--- src/rtl/seq_multiplier.sv ---
// Sequential shift-and-add multiplier, one partial product per clock,
// unsigned or two's-complement signed operands, start/busy/done handshake.
module seq_multiplier #(
    parameter int unsigned WIDTH = 4
) (
    input  logic               clk,
    input  logic               rst_n,
    input  logic               start,
    input  logic               sgn,
    input  logic [WIDTH-1:0]   A,
    input  logic [WIDTH-1:0]   B,
    output logic               busy,
    output logic               done,
    output logic [2*WIDTH-1:0] P
);

    localparam int unsigned PW    = 2 * WIDTH;
    localparam int unsigned CNT_W = $clog2(WIDTH);

    localparam logic [1:0] ST_IDLE = 2'd0;
    localparam logic [1:0] ST_RUN  = 2'd1;
    localparam logic [1:0] ST_DONE = 2'd2;

    logic [1:0]       state,  state_nxt;
    logic [PW-1:0]    mcand,  mcand_nxt;
    logic [WIDTH-1:0] mplier, mplier_nxt;
    logic [PW-1:0]    acc,    acc_nxt;
    logic [CNT_W-1:0] cnt,    cnt_nxt;
    logic             neg,    neg_nxt;
    logic             busy_nxt, done_nxt;
    logic [PW-1:0]    p_nxt;

    logic [WIDTH-1:0] a_mag, b_mag;
    logic [PW-1:0]    acc_sum;

    // Operand magnitudes; the most-negative value maps onto itself, which is
    // exactly 2^(WIDTH-1) when read as unsigned.
    always_comb begin
        a_mag = A;
        b_mag = B;
        if (sgn && A[WIDTH-1]) a_mag = WIDTH'(~A + WIDTH'(1));
        if (sgn && B[WIDTH-1]) b_mag = WIDTH'(~B + WIDTH'(1));
    end

    // Accumulator plus the current partial product.
    always_comb begin
        acc_sum = mplier[0] ? PW'(acc + mcand) : acc;
    end

    // Next-state and next-output logic.
    always_comb begin
        state_nxt  = state;
        mcand_nxt  = mcand;
        mplier_nxt = mplier;
        acc_nxt    = acc;
        cnt_nxt    = cnt;
        neg_nxt    = neg;
        busy_nxt   = 1'b0;
        done_nxt   = 1'b0;
        p_nxt      = P;

        case (state)
            ST_IDLE: begin
                if (start) begin
                    state_nxt  = ST_RUN;
                    busy_nxt   = 1'b1;
                    mcand_nxt  = PW'(a_mag);
                    mplier_nxt = b_mag;
                    acc_nxt    = '0;
                    cnt_nxt    = '0;
                    neg_nxt    = sgn & (A[WIDTH-1] ^ B[WIDTH-1]);
                end
            end
            ST_RUN: begin
                busy_nxt   = 1'b1;
                acc_nxt    = acc_sum;
                mcand_nxt  = PW'(mcand << 1);
                mplier_nxt = WIDTH'(mplier >> 1);
                cnt_nxt    = CNT_W'(cnt + CNT_W'(1));
                if (cnt == CNT_W'(WIDTH - 1)) begin
                    state_nxt = ST_DONE;
                    busy_nxt  = 1'b0;
                    done_nxt  = 1'b1;
                    cnt_nxt   = '0;
                    p_nxt     = neg ? PW'(~acc_sum + PW'(1)) : acc_sum;
                end
            end
            ST_DONE: begin
                state_nxt = ST_IDLE;
            end
            default: begin
                state_nxt = ST_IDLE;
            end
        endcase
    end

    // State and datapath registers.
    always_ff @(posedge clk or negedge rst_n) begin
        if (!rst_n) begin
            state  <= ST_IDLE;
            mcand  <= '0;
            mplier <= '0;
            acc    <= '0;
            cnt    <= '0;
            neg    <= 1'b0;
            busy   <= 1'b0;
            done   <= 1'b0;
            P      <= '0;
        end else begin
            state  <= state_nxt;
            mcand  <= mcand_nxt;
            mplier <= mplier_nxt;
            acc    <= acc_nxt;
            cnt    <= cnt_nxt;
            neg    <= neg_nxt;
            busy   <= busy_nxt;
            done   <= done_nxt;
            P      <= p_nxt;
        end
    end

endmodule

--- config.mk ---
export PLATFORM = sky130hd
export DESIGN_NAME = seq_multiplier
export DESIGN_NICKNAME = d
export VERILOG_FILES = /design/src/rtl/seq_multiplier.sv
export SDC_FILE = /design/constraint.sdc
export NUM_CORES = 1
export LEC_CHECK = 0
export BUFFER_PORTS_ARGS = -buffer_cell sky130_fd_sc_hd__buf_2
export CAP_MARGIN = 0
export CORE_MARGIN = 1.5
export CORE_UTILIZATION = 50
export CTS_CLUSTER_SIZE = 30
export DETAILED_ROUTE_END_ITERATION = 8
export PLACE_DENSITY_LB_ADDON = 0.25
export SYNTH_ARGS = -nofsm -noshare
export SYNTH_HDL_FRONTEND = slang
export SYNTH_SLANG_ARGS = --single-unit
--- constraint.sdc ---
create_clock -name clk -period 2.6 [get_ports clk]
set_input_delay 0.13 -clock clk [delete_from_list [all_inputs] [get_ports clk]]
set_output_delay 0.13 -clock clk [all_outputs]
set_load 0.005 [all_outputs]
After elaboration in Yosys (flattened, before gate mapping):

Cells that the tools add are included.

* bits in registers: 35
* bits of input ports: 12
* output and inout port bits: 10
* word-level logic and storage cells: 52

* add/subtract/negate cells: 5
* equality and inequality tests: 4
* mux-type cells: 21
* bitwise logic cells: 5
* reductions and logical operators: 8

Operator list (count)
* $mux W8: 4
* $pmux W8 S2: 2
* $mux W4: 3
* $add A4 B1 Y4 const B: 2
* $add A8 B1 Y8 const B: 1
* $add A8 B8 Y8: 1
* $mux W2: 4
* $not A4 Y4: 2
* $not A8 Y8: 1
* $pmux W2 S2: 2
* $pmux W4 S2: 1
* $reduce_and A2 Y1: 4
* $mux W1: 4
* $ne A2 B2 Y1 const B: 2
* $add A2 B1 Y2 const B: 1
* $eq A2 B1 Y1 const B: 1
* $eq A2 B2 Y1 const B: 1
* $logic_and A1 B1 Y1: 2
* $logic_not A2 Y1: 1
* $pmux W1 S2: 1
* $reduce_bool A2 Y1: 1
* $and A1 B1 Y1: 1
* $xor A1 B1 Y1: 1

Depth between registers and ports, before layout:

* depth after elaboration: 5
* gate-level depth with buffers: 9
* depth with buffers taken out: 9

Worst setup path before layout:

Ideal clock, no wire load.

* path kind: reg-to-reg
* start: reg mcand[0]
* end: reg P[7]
* library setup time: 0.127 ns
* arrival time: 2.066 ns
* required time: 2.473 ns
* setup slack: 0.408 ns
* stages on the path, launching flop included: 10
* path buffers: 0
* clock period less this slack: 2.192 ns
* path through: dfrtp_1 > ha_1 > fa_1 > a211oi_1 > nor3_1 > nor3_4 > nand2_1 > o31ai_2 > xnor2_1 > o21ai_1

* cells in the longest elaborated chain, start to end: 5

Ends and longest elaborated chain
* start, declared: line 25 `logic [PW-1:0] mcand, mcand_nxt;`
* start signal, assigned: line 111 `mcand <= mcand_nxt;`
* $add A8 B8 Y8 *: line 47 `acc_sum = mplier[0] ? PW'(acc + mcand) : acc;`
* $mux W8 *: line 47
* $not A8 Y8: line 85 `p_nxt = neg ? PW'(~acc_sum + PW'(1)) : acc_sum;`
* $add A8 B1 Y8: line 85
* $mux W8 *: line 85
* end signal, assigned: line 118 `P <= p_nxt;`
* end, declared: line 14 `output logic [2*WIDTH-1:0] P`

Every way passes the cells marked *; elsewhere a longest branch is shown, timed or not.
A chain may end at the register's enable or synchronous reset.

Final worst setup path:

Same ends and word-level chain as after synthesis.

==> results summary <==
The transition time at the pin with the least slew margin is 0.760 ns. The count of final max-slew check failures came out at 0. The aggregate routed wire length came out at 4070 um. The die outline height is 67.1 um. The simple-gate share of the synthesized area came out at 17.4%. The root buffer cell is sky130_fd_sc_hd__clkbuf_8. The final total negative setup slack is 0 ns. The congestion estimate from routability-driven global placement came to 0.877.

The via density per instance is 5.65. The largest fanout on the critical path is 3. Setup repair after global routing left no endpoint under its margin.

The worst setup path is launched from a flop. The cell accounting for the most synthesized area is sky130_fd_sc_hd__dfrtp_1. The number of vias in the routed layout came out at 1626. The layout cell share with drive strength beyond 1 came out at 16.8%. Global routing consumed, over all layers together, 20.5% of the routing resources. The cell area after technology mapping came out at 2060 sq um. The first detailed-routing pass took 4 iterations.

The final count of negative-setup-slack endpoints came out at 0. The relative slew slack came out at 49.3%. The worst clock skew is 0.00332 ns. Summing internal, switching and leakage power gives 3.04 mW. The clock latency of the later-clocked register in the worst-skew pair came out at 0.29 ns.

After synthesis, the largest family of logic cells by area is compound AO/OA/AOI/OAI gates. The element type at the critical path end is a flop. The clock tree synthesis step divided the H-tree into 2 levels. Relative to the synthesized area, the layout overhead comes to 13.9%.

The number of sinks driven by the clock tree is 35. Dividing total power by cell area gives a power density of 1300 nW/um^2. The count of distinct cell types in the synthesized netlist is 44. The leading register cell type out of synthesis is sky130_fd_sc_hd__dfrtp_1.

The number of global-route vias before repair is 1505. The max-cap check violation count is 0. The violation count after the first detailed-route iteration is 92. The number of DRC violations after detailed routing came out at 0. The critical path data arrival time is 2.56 ns. The peak supply drop is 0.497 mV.

The hold violation total from the final report is 0. The worst hold margin came out at 0.104 ns. The mean post-synth cell area is 9.61 sq um.

The final net count came out at 261. The total nets after synthesis is 238. After clock tree synthesis, the clock-pin slew on the worst setup and hold paths is 0.07 ns.

The worst endpoint required time is 2.76 ns. The register bit count reported by yosys came out at 35. Dividing the detail-routed wire length by the instance count gives 14.1 um.

The fraction of the mapped netlist area in compound gates is 22.2%. The minimum period implied by the final worst setup slack came out at 2.40 ns. Sequential elements use 42.6% of the synthesized area. The initialized floorplan defines 23 standard-cell rows. The diode insertion count for antenna repair came out at 0. The count of nets left with antenna violations once routing finished came out at 0.

The wire length of the first global-routing pass is 6940 um. The TritonCTS clock tree is yes. The detailed-placement wirelength estimate is 2940 um. The portion of synthesized cell area occupied by the leading cell type is 42.6%. The global-route congestion overflow total is 0.

The initial core utilization came out at 51.8%. Entering global routing, the biggest net connects 36 pins. Derived from the worst setup path, the maximum achievable clock frequency is 417 MHz. The fraction of the cycle the final worst path needs is 92.3%. The area of the die is 4510 sq um. The synthesized netlist devotes 4.26% of its cell area to XOR and XNOR gates.

The utilization after layout came out at 59.0%. The number of clock buffers inserted by TritonCTS is 5. The placeable core area is 3970 sq um. The worst hold path belongs to the class input pin to flop. The worst-case clock buffer depth came out at 2.

After synthesis, the cell types taking the most area are sky130_fd_sc_hd__dfrtp_1 (43%), sky130_fd_sc_hd__ha_1 (6.7%), sky130_fd_sc_hd__nand2_1 (4.9%), sky130_fd_sc_hd__o21ai_0 (4.4%), sky130_fd_sc_hd__xnor2_1 (3.0%). The initial antenna violation count came out at 0. The post-synthesis share of cell area spent on full adders, half adders and majority gates came out at 7.66%. The leakage power total came out at 1.11 nW. The total number of yosys warnings is 0.

The I/O pin total is 22. The run finished with clean final reports. The horizontal die dimension is 67.1 um. The number of synthesized flops with an enable pin came out at 0.

Multiplexer cells account for 1.46% of the synthesized area. The critical path in this run is classified as flop to flop. The number of standard cells after synthesis came out at 214.

The number of gates resized after CTS is 0. The fraction of registers with async set or reset after synthesis came out at 100%. Buffers placed on the I/O ports in this run total 21.
[critical path, stage by stage (launching register included)]
cell and delay [ns]:
sky130_fd_sc_hd__dfrtp_1 0.40, sky130_fd_sc_hd__ha_1 0.25, sky130_fd_sc_hd__fa_1 0.43, sky130_fd_sc_hd__a21oi_1 0.20, sky130_fd_sc_hd__nor4bb_1 0.09, sky130_fd_sc_hd__nor3_2 0.32
sky130_fd_sc_hd__nand2_2 0.11, sky130_fd_sc_hd__o31ai_2 0.25, sky130_fd_sc_hd__xnor2_1 0.15, sky130_fd_sc_hd__o21ai_1 0.07
[Yosys cell counts (4+ instances only)]
library cell               count
sky130_fd_sc_hd__a22oi_1       4
sky130_fd_sc_hd__inv_1        11
sky130_fd_sc_hd__xnor2_1       7
sky130_fd_sc_hd__nand3_1       6
sky130_fd_sc_hd__nand2_1      27
sky130_fd_sc_hd__nand2b_1      7
sky130_fd_sc_hd__o21ai_0      18
sky130_fd_sc_hd__nor2b_1       6
sky130_fd_sc_hd__ha_1         11
sky130_fd_sc_hd__a22o_1        6
sky130_fd_sc_hd__dfrtp_1      35
sky130_fd_sc_hd__clkbuf_1      6
sky130_fd_sc_hd__a21oi_1       9
sky130_fd_sc_hd__o21ai_1       6
sky130_fd_sc_hd__nor2_1        7
sky130_fd_sc_hd__o22ai_1       4
[flip-flops by register name (all words and copies together) (netlist names)]
| name | cells |
|---|---|
| cnt | 2 |
| neg | 1 |
| acc | 8 |
| busy | 1 |
| done | 1 |
| mcand | 8 |
| mplier | 4 |
| state | 2 |
| P | 8 |
[cell type report]
| class | count | area [sq um] |
|---|---|---|
| Clock buffer | 5 | 68.8 |
| Inverter | 11 | 41.3 |
| Clock inverter | 3 | 67.6 |
| Multi-Input combinational cell | 159 | 1090 |
| Timing Repair Buffer | 25 | 138 |
| Tap cell | 50 | 62.6 |
| Sequential cell | 35 | 876 |
| Fill cell | 357 | 1630 |
[layer usage]
layer | routed length (um) | part of all wire, % | up-vias | GRT usage (%)
met2 | 1890 | 46 | 25 | 32.7
met5 | 0 | 0 | - | 0
met3 | 104 | 2.6 | 10 | 3.50
li1 | - | - | 821 | -
met4 | 90 | 2.2 | 0 | 9.18
met1 | 1990 | 49 | 770 | 27.4
[power breakdown]
group	switching (mW)	total, mW	internal (mW)
clock network	0.208	0.590	0.382
logic	0.822	1.47	0.651
registers	0.205	0.979	0.774
total	1.23	3.04	1.81
[cell usage in the layout, fill, tap and decap left out, types with 7 or more instances in the layout]
cell,count
sky130_fd_sc_hd__nand2_1,27
sky130_fd_sc_hd__nand2b_1,7
sky130_fd_sc_hd__inv_1,11
sky130_fd_sc_hd__buf_2,21
sky130_fd_sc_hd__o21ai_0,18
sky130_fd_sc_hd__dfrtp_1,35
sky130_fd_sc_hd__ha_1,11
sky130_fd_sc_hd__xnor2_1,7
sky130_fd_sc_hd__nor2_1,7
sky130_fd_sc_hd__a21oi_1,9
[path summary, 6_finish.rpt]
kind / startpoint / to / slack (ns) / cells past startpoint
max in group asynchronous: rst_n / P[1] / 1.66 / 2
max: mcand[0] / P[7] / 0.20 / 9
max reg2reg: mcand[0] / P[7] / 0.20 / 9
min in group asynchronous: rst_n / P[5] / 0.45 / 2
min: A[0] / mcand[0] / 0.10 / 2
min reg2reg: P[4] / P[4] / 0.48 / 2
[kinds of logic (layout without fill, tap and decap cells)]
| group | Yosys count | in the layout |
|---|---|---|
| xor+xnor | 10 | 10 |
| simple gates | 66 | 66 |
| buf+inv | 20 | 44 |
| fa+ha+maj | 12 | 12 |
| compound gates | 68 | 68 |
| flops | 35 | 35 |
| mux | 3 | 3 |
[what timing repair did]
item                      CTS  global route
hold endpoints to repair   35             0
setup buffers               0             0
hold buffers                1             0
[per-stage QoR]
stage               instances  cell area [sq um]  worst slack (ns)
finish                    288               2340             0.200
global route              288               2340            0.0128
CTS                       288               2340             0.199
detailed placement        279               2200             0.226
global placement          279               2200             0.245
floorplan                 214               2060             0.408
(Power assumes the default switching activity.)
